[config.mk]
export PLATFORM = sky130hd
export DESIGN_NAME = countdown_timer
export DESIGN_NICKNAME = d
export VERILOG_FILES = /design/src/rtl/clock_pkg.sv /design/src/rtl/btn_edge.sv /design/src/rtl/countdown_timer.sv
export SDC_FILE = /design/constraint.sdc
export NUM_CORES = 1
export LEC_CHECK = 0
export ABC_AREA = 1
export BUFFER_PORTS_ARGS = -buffer_cell sky130_fd_sc_hd__buf_4
export CORE_MARGIN = 5
export CORE_UTILIZATION = 50
export CTS_CLUSTER_SIZE = 30
export DETAILED_ROUTE_END_ITERATION = 12
export GPL_TIMING_DRIVEN = 0
export PLACE_DENSITY = 0.69
export SYNTH_ARGS = -nofsm -noshare
export SYNTH_HDL_FRONTEND = slang
export SYNTH_SLANG_ARGS = --single-unit
[constraint.sdc]
create_clock -name clk -period 7.3 [get_ports clk]
set_input_delay 1.825 -clock clk [delete_from_list [all_inputs] [get_ports clk]]
set_output_delay 1.825 -clock clk [all_outputs]
set_load 0.03 [all_outputs]
[src/rtl/clock_pkg.sv]
`default_nettype none
// ============================================================================
// Module      : clock_pkg
// Description : Shared types, digit indices, digit limits and the BCD
//               HH:MM:SS decrement helper for the clock/timer datapath.
// Revision    : 1.0 - initial release
// ============================================================================
package clock_pkg;

  typedef enum logic [1:0] {
    EDIT  = 2'd0,
    RUN   = 2'd1,
    PAUSE = 2'd2,
    DONE  = 2'd3
  } state_t;

  // Digit positions inside the packed 24-bit value (4 bits per digit)
  localparam logic [2:0] SEC1  = 3'd0;
  localparam logic [2:0] SEC10 = 3'd1;
  localparam logic [2:0] MIN1  = 3'd2;
  localparam logic [2:0] MIN10 = 3'd3;
  localparam logic [2:0] HR1   = 3'd4;
  localparam logic [2:0] HR10  = 3'd5;

  localparam logic [3:0] DIG_LIM_UNITS = 4'd9;
  localparam logic [3:0] DIG_LIM_TENS  = 4'd5;

  typedef struct packed {
    logic [23:0] val;
    logic        zero;
  } dec_t;

  // Highest legal value of a digit position
  function automatic logic [3:0] digit_limit(input logic [2:0] idx,
                                             input logic [3:0] hr10_max);
    case (idx)
      SEC10, MIN10: return DIG_LIM_TENS;
      HR10:         return hr10_max;
      default:      return DIG_LIM_UNITS;
    endcase
  endfunction

  // One-second decrement with a BCD borrow chain from sec_1 up to hr_10.
  // hr_10 never needs to borrow because the timer only counts a non-zero value.
  function automatic dec_t bcd_dec_hms(input logic [23:0] v);
    dec_t r;
    logic borrow;
    r.val  = v;
    borrow = 1'b1;
    for (int i = 0; i < 6; i++) begin
      if (borrow) begin
        if (v[i*4 +: 4] == 4'd0) begin
          r.val[i*4 +: 4] = digit_limit(3'(i), 4'd0);
        end else begin
          r.val[i*4 +: 4] = v[i*4 +: 4] - 4'd1;
          borrow          = 1'b0;
        end
      end
    end
    r.zero = (r.val == 24'd0);
    return r;
  endfunction

endpackage
`default_nettype wire

[src/rtl/btn_edge.sv]
`default_nettype none
// ============================================================================
// Module      : btn_edge
// Description : Two-flop synchroniser followed by a rising-edge detector with
//               a registered one-cycle pulse output.
// Revision    : 1.0 - initial release
// ============================================================================
module btn_edge (
  input  logic clk,
  input  logic reset,
  input  logic btn_i,
  output logic pulse_o
);

  logic meta_q;
  logic sync_q;
  logic prev_q;
  logic pulse_q;

  // Synchronise the raw button and emit one pulse per rising edge
  always_ff @(posedge clk or posedge reset) begin
    if (reset) begin
      meta_q  <= 1'b0;
      sync_q  <= 1'b0;
      prev_q  <= 1'b0;
      pulse_q <= 1'b0;
    end else begin
      meta_q  <= btn_i;
      sync_q  <= meta_q;
      prev_q  <= sync_q;
      pulse_q <= sync_q & ~prev_q;
    end
  end

  assign pulse_o = pulse_q;

endmodule
`default_nettype wire

[src/rtl/countdown_timer.sv]
`default_nettype none
// ============================================================================
// Module      : countdown_timer
// Description : Editable HH:MM:SS countdown timer with pause/resume, preset
//               load and a timed alarm that restores the started value.
// Revision    : 1.0 - initial release
// ============================================================================
module countdown_timer
  import clock_pkg::*;
#(
  parameter int CLK_HZ    = 50_000_000,
  parameter int ALARM_SEC = 10,
  parameter int HR10_MAX  = 2
) (
  input  logic       clk,
  input  logic       reset,
  input  logic       up,
  input  logic       down,
  input  logic       left,
  input  logic       right,
  input  logic       start,
  input  logic       load,
  input  logic       clear,
  input  logic [3:0] hr_10,
  input  logic [3:0] hr_1,
  input  logic [3:0] min_10,
  input  logic [3:0] min_1,
  input  logic [3:0] sec_10,
  input  logic [3:0] sec_1,
  output logic [3:0] hr_2_10,
  output logic [3:0] hr_2_1,
  output logic [3:0] min_2_10,
  output logic [3:0] min_2_1,
  output logic [3:0] sec_2_10,
  output logic [3:0] sec_2_1,
  output logic [2:0] cursor,
  output logic       running,
  output logic       paused,
  output logic       alarm
);

  localparam int            PW             = (CLK_HZ > 2) ? $clog2(CLK_HZ) : 1;
  localparam logic [PW-1:0] C_PRESC_LAST   = PW'(CLK_HZ - 1);
  localparam logic [7:0]    C_ALARM_LAST   = 8'(ALARM_SEC - 1);
  localparam logic [3:0]    C_HR10_LIM     = 4'(HR10_MAX);

  // Button index order: up, down, left, right, start, load, clear
  logic [6:0] w_btn_raw;
  logic [6:0] w_pulse;

  assign w_btn_raw = {clear, load, start, right, left, down, up};

  generate
    for (genvar g = 0; g < 7; g++) begin : g_btn
      btn_edge u_btn_edge (
        .clk     (clk),
        .reset   (reset),
        .btn_i   (w_btn_raw[g]),
        .pulse_o (w_pulse[g])
      );
    end
  endgenerate

  logic w_up_only, w_dn_only, w_left_only, w_right_only;
  assign w_up_only    = w_pulse[0] & ~w_pulse[1];
  assign w_dn_only    = w_pulse[1] & ~w_pulse[0];
  assign w_left_only  = w_pulse[2] & ~w_pulse[3];
  assign w_right_only = w_pulse[3] & ~w_pulse[2];

  state_t        state_q, state_d;
  logic [23:0]   digits_q, digits_d;
  logic [23:0]   saved_q, saved_d;
  logic [2:0]    cursor_q, cursor_d;
  logic [PW-1:0] presc_q, presc_d;
  logic [7:0]    alarm_cnt_q, alarm_cnt_d;
  logic          running_q, paused_q, alarm_q;

  logic [23:0] w_preset;
  logic [23:0] w_load_val;
  logic [4:0]  w_sel_lsb;
  logic [3:0]  w_sel_val;
  logic [3:0]  w_sel_lim;
  logic        w_counting;
  logic        w_tick;
  dec_t        w_dec;

  assign w_preset   = {hr_10, hr_1, min_10, min_1, sec_10, sec_1};
  assign w_sel_lsb  = {cursor_q, 2'b00};
  assign w_sel_val  = digits_q[w_sel_lsb +: 4];
  assign w_sel_lim  = digit_limit(cursor_q, C_HR10_LIM);
  assign w_counting = (state_q == RUN) || (state_q == DONE);
  assign w_tick     = w_counting && (presc_q == C_PRESC_LAST);
  assign w_dec      = bcd_dec_hms(digits_q);

  // Saturate each preset digit to the limit of its position
  always_comb begin
    w_load_val = '0;
    for (int i = 0; i < 6; i++) begin
      if (w_preset[i*4 +: 4] > digit_limit(3'(i), C_HR10_LIM)) begin
        w_load_val[i*4 +: 4] = digit_limit(3'(i), C_HR10_LIM);
      end else begin
        w_load_val[i*4 +: 4] = w_preset[i*4 +: 4];
      end
    end
  end

  // Next-state, digit editing, countdown, prescaler and alarm counter
  always_comb begin
    state_d     = state_q;
    digits_d    = digits_q;
    saved_d     = saved_q;
    cursor_d    = cursor_q;
    alarm_cnt_d = alarm_cnt_q;

    if (w_pulse[6]) begin
      digits_d = '0;
      cursor_d = '0;
      state_d  = EDIT;
    end else begin
      case (state_q)
        EDIT: begin
          if (w_pulse[4]) begin
            if (digits_q != 24'd0) begin
              saved_d = digits_q;
              state_d = RUN;
            end
          end else if (w_pulse[5]) begin
            digits_d = w_load_val;
          end else if (w_up_only) begin
            digits_d[w_sel_lsb +: 4] = (w_sel_val >= w_sel_lim) ? 4'd0 : w_sel_val + 4'd1;
          end else if (w_dn_only) begin
            digits_d[w_sel_lsb +: 4] = (w_sel_val == 4'd0) ? w_sel_lim : w_sel_val - 4'd1;
          end else if (w_left_only) begin
            cursor_d = (cursor_q == HR10) ? SEC1 : cursor_q + 3'd1;
          end else if (w_right_only) begin
            cursor_d = (cursor_q == SEC1) ? HR10 : cursor_q - 3'd1;
          end
        end
        RUN: begin
          // A tick that expires the timer beats a simultaneous start
          if (w_tick && w_dec.zero) begin
            digits_d = w_dec.val;
            state_d  = DONE;
          end else if (w_pulse[4]) begin
            state_d = PAUSE;
          end else if (w_tick) begin
            digits_d = w_dec.val;
          end
        end
        PAUSE: begin
          if (w_pulse[4]) begin
            state_d = RUN;
          end
        end
        DONE: begin
          if ((|w_pulse) || (w_tick && (alarm_cnt_q == C_ALARM_LAST))) begin
            digits_d = saved_q;
            state_d  = EDIT;
          end else if (w_tick) begin
            alarm_cnt_d = alarm_cnt_q + 8'd1;
          end
        end
        default: state_d = EDIT;
      endcase
    end

    // Every state entry restarts a full second and a fresh alarm count
    if ((state_d != state_q) || !w_counting || w_tick) begin
      presc_d = '0;
    end else begin
      presc_d = presc_q + PW'(1);
    end
    if (state_d != state_q) begin
      alarm_cnt_d = '0;
    end
  end

  // State, datapath and registered status flags
  always_ff @(posedge clk or posedge reset) begin
    if (reset) begin
      state_q     <= EDIT;
      digits_q    <= '0;
      saved_q     <= '0;
      cursor_q    <= '0;
      presc_q     <= '0;
      alarm_cnt_q <= '0;
      running_q   <= 1'b0;
      paused_q    <= 1'b0;
      alarm_q     <= 1'b0;
    end else begin
      state_q     <= state_d;
      digits_q    <= digits_d;
      saved_q     <= saved_d;
      cursor_q    <= cursor_d;
      presc_q     <= presc_d;
      alarm_cnt_q <= alarm_cnt_d;
      running_q   <= (state_d == RUN);
      paused_q    <= (state_d == PAUSE);
      alarm_q     <= (state_d == DONE);
    end
  end

  assign sec_2_1  = digits_q[3:0];
  assign sec_2_10 = digits_q[7:4];
  assign min_2_1  = digits_q[11:8];
  assign min_2_10 = digits_q[15:12];
  assign hr_2_1   = digits_q[19:16];
  assign hr_2_10  = digits_q[23:20];
  assign cursor   = cursor_q;
  assign running  = running_q;
  assign paused   = paused_q;
  assign alarm    = alarm_q;

endmodule
`default_nettype wire

==> metrics.md, run 1 <==
| Metric | Value |
|---|---|
| Status | `finished, final reports clean` |
| Synth cell types | `49` |
| Crit Path Max Fanout | `10` |
| Seq/Total Area, Yosys | `40.7%` |
| Fin nets | `1129` |
| Clk slew on worst S/H paths | `0.06 ns` |
| Most frequent cells in the layout | `nand2_1 (256), dfrtp_1 (118), nor2_1 (115)` |
| Crit path required time | `7.65 ns` |
| Largest family of logic cells by synthesized area | `simple AND/OR/NAND/NOR gates` |
| Yosys synthesis warning count | `0` |
| Clk Latency, worst-skew pair | `0.43 ns` |
| Post-synth ARST share | `100%` |
| Post-synthesis xor/xnor area fraction | `2.42%` |
| R2r startpoint | `cursor[0]` |
| Vias in the first global route | `6652` |
| Fmax | `0.264 GHz` |
| Global-route usage over all layers | `26.8%` |
| Mean routed wirelength per cell | `17.2 microns` |
| Static leakage | `4.13 nW` |
| Count of state elements after synthesis | `118` |
| Synth top area share | `40.7%` |
| PwrDens | `405 mW/mm^2` |
| Ys flop type | `dfrtp_1` |
| CP cell instances | `buf_2 > clkbuf_1 > nand2_1 > o211ai_1 > nand2_1 > ha_1 > inv_1 > nor2_1 > o211ai_1 > nand3_1 > inv_1 > nand2_1 > o21ai_0 > o21ai_0 > nor2_1 > nand3_1 > a21oi_1 > nand2_1 > o21ai_1` |
| Core ar. | `0.0144 sq mm` |
| Pre-Repair DR Iteration Count | `7` |
| Critical path origin | `cursor[0]` |
| Cts bufs inserted | `17` |
| Post-Synthesis Cells | `992` |
| Global placement routability congestion | `1.00` |
| Synth Net Count | `1047` |
| Synth Area in Simple Gates | `31.9%` |
| Post-Route WL | `21.8 mm` |
| Largest net degree at the start of global routing | `80` |
| Post-CTS setup buffers | `0` |
| Period minus WS final | `3.79 ns` |
| Synth top area cells | `dfrtp_1 (41%), nand2_1 (13%), nor2_1 (6.0%)` |
| RSZ-0062 raised after global routing | `no` |
| Initial DRC count | `624` |
| Delay-heaviest family, CP | `compound AO/OA/AOI/OAI gates` |
| Crit path capture | `digits_q[5]` |
| # DRC | `0` |
| Capturing point of the worst reg2reg path | `digits_q[5]` |
| Max VDD drop | `0.328 mV` |
| IO Pins | `63` |
| Clk buf depth | `2` |
| Die Y | `130 microns` |
| # setup viols final | `0` |
| Critical Path End Type | `flop` |
| Reg2Reg Setup Slack | `3.51 ns` |
| Final Skew | `0.0158 ns` |
| Complex-gate fraction of the synthesized area | `13.1%` |
| Number of flops mapped to enable cells by yosys | `0` |
| Ant diodes | `0` |
| Levels on crit path | `19` |
| I/O Buffers | `62` |
| Cell depth of the worst flop-to-flop path | `19` |
| Mux cell area share after synthesis | `0.138%` |
| CP arrival | `4.14 ns` |
| Post-route ant nets | `0` |
| Fin Setup TNS | `0 ns` |
| Critical Path Start Type | `flop` |
| Crit path top cell by count | `nand2_1` |
| Area overhead of the layout relative to synthesis | `18.4%` |
| Mean Syn Cell Area | `7.31 sq um` |
| First-pass GRT wire length | `35.1 mm` |
| Most common cell after layout, fill and taps aside | `nand2_1` |
| CTS Hold Bufs | `0` |
| Vias per cell | `5.56` |
| Hold Fails Final Rpt | `0` |
| Worst-margin pin slew | `1.09 ns` |
| DPL Wire Length | `16.2 mm` |
| Finished Core Util | `59.7%` |
| Clock root buffer | `clkbuf_16` |
| Crit path kind | `flop to flop` |
| Max_slew headroom | `26.7%` |
| Initial Util | `50.5%` |
| CTS resizes | `0` |
| Final period utilization | `51.9%` |
| Total of max-cap violations | `0` |
| Synthesized area | `0.00725 sq mm` |
| Htree depth | `4` |
| Global route overflow | `0` |
| Die W | `130 microns` |
| Synth Area in Adders | `3.80%` |
| CTS Sinks | `118` |
| Die area | `0.0170 sq mm` |
| CTS tree | `yes` |
| Initial antenna violation count | `0` |
| Row cnt | `44` |
| Share of layout cells above drive strength 1 | `13.3%` |
| Pins Over Slew Limit | `0` |
| Cell taking the most area after synthesis | `dfrtp_1` |
| CP Buf/Inv Count | `4` |
| Worst Hold Class | `flop to flop` |
| Total number of vias | `7073` |
| Largest stage delay, worst path | `0.48 ns` |
| Crit-path slowest cell | `dfrtp_1` |
-- Yosys cell counts, types with 2 or more instances --
master,n
nand2_1,256
dfrtp_1,118
nor2_1,115
inv_1,110
nand3_1,72
o21ai_0,68
a21oi_1,30
ha_1,22
nand4_1,20
nor3_1,20
clkbuf_1,18
o22ai_1,18
xor2_1,15
o211ai_1,13
nor2_2,11
o21ai_1,10
a21oi_2,5
nor4_1,5
xnor2_1,5
buf_2,4
inv_2,4
nand2_2,4
nand3b_1,4
or2_2,4
a31oi_1,3
buf_6,3
clkinv_1,3
nor2_4,3
o221ai_1,3
a211o_1,2
nand2_4,2
nand3_2,2
nor3b_1,2
o21ai_2,2
o31ai_1,2
-- kinds of logic after synthesis --
family / count (synthesis)
XOR/XNOR: 20
AO/OA/AOI/OAI: 163
AND/OR/NAND/NOR: 524
adder cells (fa/ha/maj): 22
flip-flops: 118
multiplexers: 1
buffers and inverters: 144
-- sequential cells by signal, summed over array words and instances (netlist names), 2 cells and up --
signal	count
alarm_cnt_q	8
cursor	3
digits_q	24
g_btn.u_btn_edge.meta_q	7
g_btn.u_btn_edge.prev_q	7
g_btn.u_btn_edge.pulse_o	7
g_btn.u_btn_edge.sync_q	7
presc_q	26
saved_q	24
state_q	2
-- layout make-up --
class / instances / area (sq um)
tap: 184 / 230
timing repair buffer: 63 / 493
buffer: 27 / 133
clock buffer: 18 / 439
inverter: 117 / 444
sequential: 118 / 2950
clock inverter: 14 / 164
fill: 1383 / 5790
multi-input combinational: 730 / 3720
-- report_power, final --
part	internal (mW)	switching, mW	total, mW
Clock	0.521	0.336	0.857
Combinational	0.527	1.15	1.67
Sequential	0.782	0.163	0.945
-- metrics by stage --
stage	setup WS, ns	instance area (sq um)	total power, mW	cells	hold slack (ns)
detailed placement	3.65	7980	2.59	1239	0.337
CTS	3.62	8580	3.47	1271	0.350
global route	3.18	8580	3.73	1271	0.369
finish	3.51	8580	3.48	1271	0.349
global placement	0.890	7950	2.58	1238	0.332
floorplan	2.35	7250	2.09	992	0.331
-- worst min-delay path by stage --
stage                                           from                          to  slack (ns)  cells past startpoint
after floorplan           g_btn[0].u_btn_edge.meta_q  g_btn[0].u_btn_edge.sync_q        0.33                      0
after global placement    g_btn[3].u_btn_edge.meta_q  g_btn[3].u_btn_edge.sync_q        0.33                      0
after detailed placement  g_btn[6].u_btn_edge.meta_q  g_btn[6].u_btn_edge.sync_q        0.34                      0
after CTS                 g_btn[6].u_btn_edge.meta_q  g_btn[6].u_btn_edge.sync_q        0.35                      0
after global routing      g_btn[2].u_btn_edge.meta_q  g_btn[2].u_btn_edge.sync_q        0.37                      0
final                     g_btn[2].u_btn_edge.meta_q  g_btn[2].u_btn_edge.sync_q        0.35                      0
-- worst reg2reg max path, stage by stage (launching register included) --
cell and delay (ns):
dfrtp_1 0.48, buf_2 0.24, clkbuf_1 0.41, nand2_1 0.11, o211ai_1 0.14, nand2_1 0.22, ha_1 0.36, inv_1 0.07
nor2_1 0.04, o211ai_1 0.14, nand3_1 0.15, inv_1 0.12, nand2_1 0.08, o21ai_0 0.36, o21ai_0 0.19, nor2_1 0.18
nand3_1 0.13, a21oi_1 0.16, nand2_1 0.06, o21ai_1 0.07
-- per-layer routing --
layer  track usage (%)  up-vias  share of wire, %
li1                  -     3430                 -
met1              37.1     3325                45
met2              43.3      280                47
met3              4.15       38               6.3
met4              9.44        0               2.1
met5                 0        -                 0
Note: power is estimated with default switching activity, not from simulation.
==> run 2, diff against run 1 <==
==> constraint.sdc (replaced) <==
create_clock -name clk -period 3.75 [get_ports clk]
set_input_delay 0.9375 -clock clk [delete_from_list [all_inputs] [get_ports clk]]
set_output_delay 0.9375 -clock clk [all_outputs]
set_load 0.03 [all_outputs]
==> run 2 against run 1 <==
Net effect:
- sequential share of layout area shrank 0.091 points
- cell count grew 0.16%
- power grew 94%
- via count shrank 0.66%
==> metrics.md, run 2 (synthesis results as in run 1) <==
| Metric | Value |
|---|---|
| Status | `finished, final reports clean (unchanged)` |
| Max_slew headroom | `24.1% (was 26.7%)` |
| Worst Hold Class | `flop to flop (unchanged)` |
| Htree depth | `4 (unchanged)` |
| Setup WS post-layout | `0.195 ns (was 3.51 ns)` |
| Pre-CTS setup slack | `0.112 ns (was 3.65 ns)` |
| PwrDens | `783 mW/mm^2 (was 405 mW/mm^2)` |
| Pins Over Slew Limit | `0 (unchanged)` |
| IO Pins | `63 (unchanged)` |
| Largest register by flop count | `presc_q (unchanged)` |
| Met2 wire len | `9.88 mm (was 10.3 mm)` |
| Critical Path Start Type | `flop (unchanged)` |
| Largest net degree at the start of global routing | `40 (was 80)` |
| Clk buf depth | `2 (unchanged)` |
| Total number of vias | `7026 (was 7073)` |
| Pre-Repair DR Iteration Count | `5 (was 7)` |
| Cts bufs inserted | `17 (unchanged)` |
| Die area | `0.0170 sq mm (unchanged)` |
| Mean routed wirelength per cell | `17.2 microns (about the same)` |
| Post-Route WL | `21.8 mm (about the same)` |
| Tot Pwr | `6.74 mW (was 3.48 mW)` |
| Die Y | `130 microns (unchanged)` |
| Global route overflow | `0 (unchanged)` |
| Final period utilization | `94.8% (was 51.9%)` |
| Initial antenna violation count | `0 (unchanged)` |
| Most frequent cells in the layout | `nand2_1 (256), dfrtp_1 (117), nor2_1 (115) (was nand2_1 (256), dfrtp_1 (118), nor2_1 (115))` |
| Core ar. | `0.0144 sq mm (unchanged)` |
| Static leakage | `4.13 nW (about the same)` |
| Hold WS | `0.345 ns (was 0.349 ns)` |
| Global-route usage over all layers | `26.9% (was 26.8%)` |
| Max reg flops | `26 (unchanged)` |
| Vias per cell | `5.52 (was 5.56)` |
| Final Skew | `0.0100 ns (was 0.0158 ns)` |
| RSZ-0062 raised after global routing | `yes (was no)` |
| CP arrival | `3.92 ns (was 4.14 ns)` |
| Max VDD drop | `0.405 mV (was 0.328 mV)` |
| Share of layout cells above drive strength 1 | `13.5% (was 13.3%)` |
| Fin nets | `1131 (was 1129)` |
| # DRC | `0 (unchanged)` |
| Worst-margin pin slew | `1.13 ns (was 1.09 ns)` |
| Fmax | `0.281 GHz (was 0.264 GHz)` |
| DR top layer | `met4 (unchanged)` |
| Area overhead of the layout relative to synthesis | `18.7% (was 18.4%)` |
| Initial Util | `50.5% (unchanged)` |
| Global placement routability congestion | `0.975 (was 1.00)` |
| Met1 wire length | `9.46 mm (was 9.72 mm)` |
| Reg2Reg Setup Slack | `0.20 ns (was 3.51 ns)` |
| Crit Path Max Fanout | `10 (unchanged)` |
| Total of max-cap violations | `0 (unchanged)` |
| Clk Latency, worst-skew pair | `0.43 ns (about the same)` |
| Post-route ant nets | `0 (unchanged)` |
| Clk slew on worst S/H paths | `0.06 ns (about the same)` |
| First-pass GRT wire length | `35.1 mm (about the same)` |
| CTS Hold Bufs | `0 (unchanged)` |
| Clock root buffer | `clkbuf_16 (unchanged)` |
| Finished Core Util | `59.9% (was 59.7%)` |
| Vias in the first global route | `6813 (was 6652)` |
| Most common cell after layout, fill and taps aside | `nand2_1 (unchanged)` |
| Crit path kind | `flop to flop (unchanged)` |
| DPL Wire Length | `16.2 mm (about the same)` |
| Initial DRC count | `614 (was 624)` |
| Die W | `130 microns (unchanged)` |
| Hold Fails Final Rpt | `0 (unchanged)` |
| Period minus WS final | `3.55 ns (was 3.79 ns)` |
| # setup viols final | `0 (unchanged)` |
| Crit path required time | `4.11 ns (was 7.65 ns)` |
| Row cnt | `44 (unchanged)` |
| Cell depth of the worst flop-to-flop path | `20 (was 19)` |
| CTS tree | `yes (unchanged)` |
| Met3 wire length | `1.79 mm (was 1.37 mm)` |
| CTS Sinks | `118 (unchanged)` |
| Ant diodes | `0 (unchanged)` |
| WHS Path Cells | `0 (unchanged)` |
| Top flop regs | `presc_q x26, digits_q x24, saved_q x24 (unchanged)` |
| Critical Path End Type | `flop (unchanged)` |
| I/O Buffers | `62 (unchanged)` |
==> run 2: cell count changes in the layout (fill, tap and decap cells not counted), sizes merged <==
cell | before | now
clkbuf | 37 | 43
clkinv | 6 | 7
clkinvlp | 2 | 4
inv | 121 | 114
==> run 2: path summary, 6_finish.rpt <==
check	from	to
hold / removal	g_btn[3].u_btn_edge.meta_q	g_btn[3].u_btn_edge.sync_q
min in group asynchronous	reset	saved_q[3]
setup / recovery	cursor[0]	digits_q[4]
setup reg to reg	cursor[0]	digits_q[4]
max in group asynchronous	reset	presc_q[14]
hold reg to reg	g_btn[3].u_btn_edge.meta_q	g_btn[3].u_btn_edge.sync_q
==> run 2: per-layer routing <==
metal  up-vias  global-route usage (%)
met5         -                       0
met4         0                    11.4
met3        50                    5.28
met2       281                    42.3
met1      3263                    36.5
li1       3432                       -
==> run 2: layout make-up <==
cell class	count	area, sq um
buffer	27	139
clock buffer	22	464
clock inverter	10	123
fill	1348	5760
inverter	117	443
multi-input combinational	730	3730
sequential	118	2950
tap	184	230
timing repair buffer	65	526
==> run 2: power by group <==
group / internal (mW) / switching [mW]
Combinational: 1.04 / 2.25
Sequential: 1.52 / 0.317
Clock: 1.02 / 0.595
Total: 3.58 / 3.16
==> run 2: critical path, cell delays in order (launching register included) <==
cell and delay, ns:
dfrtp_1 0.45, clkbuf_4 0.21, clkbuf_4 0.21, o211ai_1 0.28, nand2_1 0.09, nand2_1 0.06, nand2_1 0.17, ha_1 0.36
inv_1 0.06, nor2_1 0.03, o211ai_1 0.14, nand3_1 0.15, o21ai_1 0.26, nand2_1 0.14, a21oi_1 0.25, nand2_1 0.09
nor2_1 0.10, nand3_1 0.11, a21oi_1 0.14, nand3_1 0.10, nand2_1 0.10
==> run 2: through the flow <==
step | instance area [sq um] | TNS, ns | cells
3_3_place_gp | 7950 | 0 | 1238
5_1_grt | 8610 | -0.00896 | 1273
2_1_floorplan | 7250 | 0 | 992
6_report | 8610 | 0 | 1273
4_1_cts | 8600 | 0 | 1273
3_5_place_dp | 8010 | 0 | 1241
==> run 2: timing repair <==
| item | 4_1_cts | 5_1_grt |
|---|---|---|
| endpoints found under the hold margin | 0 | 0 |
| setup buffers | 0 | 0 |
| endpoints found under the setup margin | 0 | 10 |
| resized for setup | 0 | 8 |
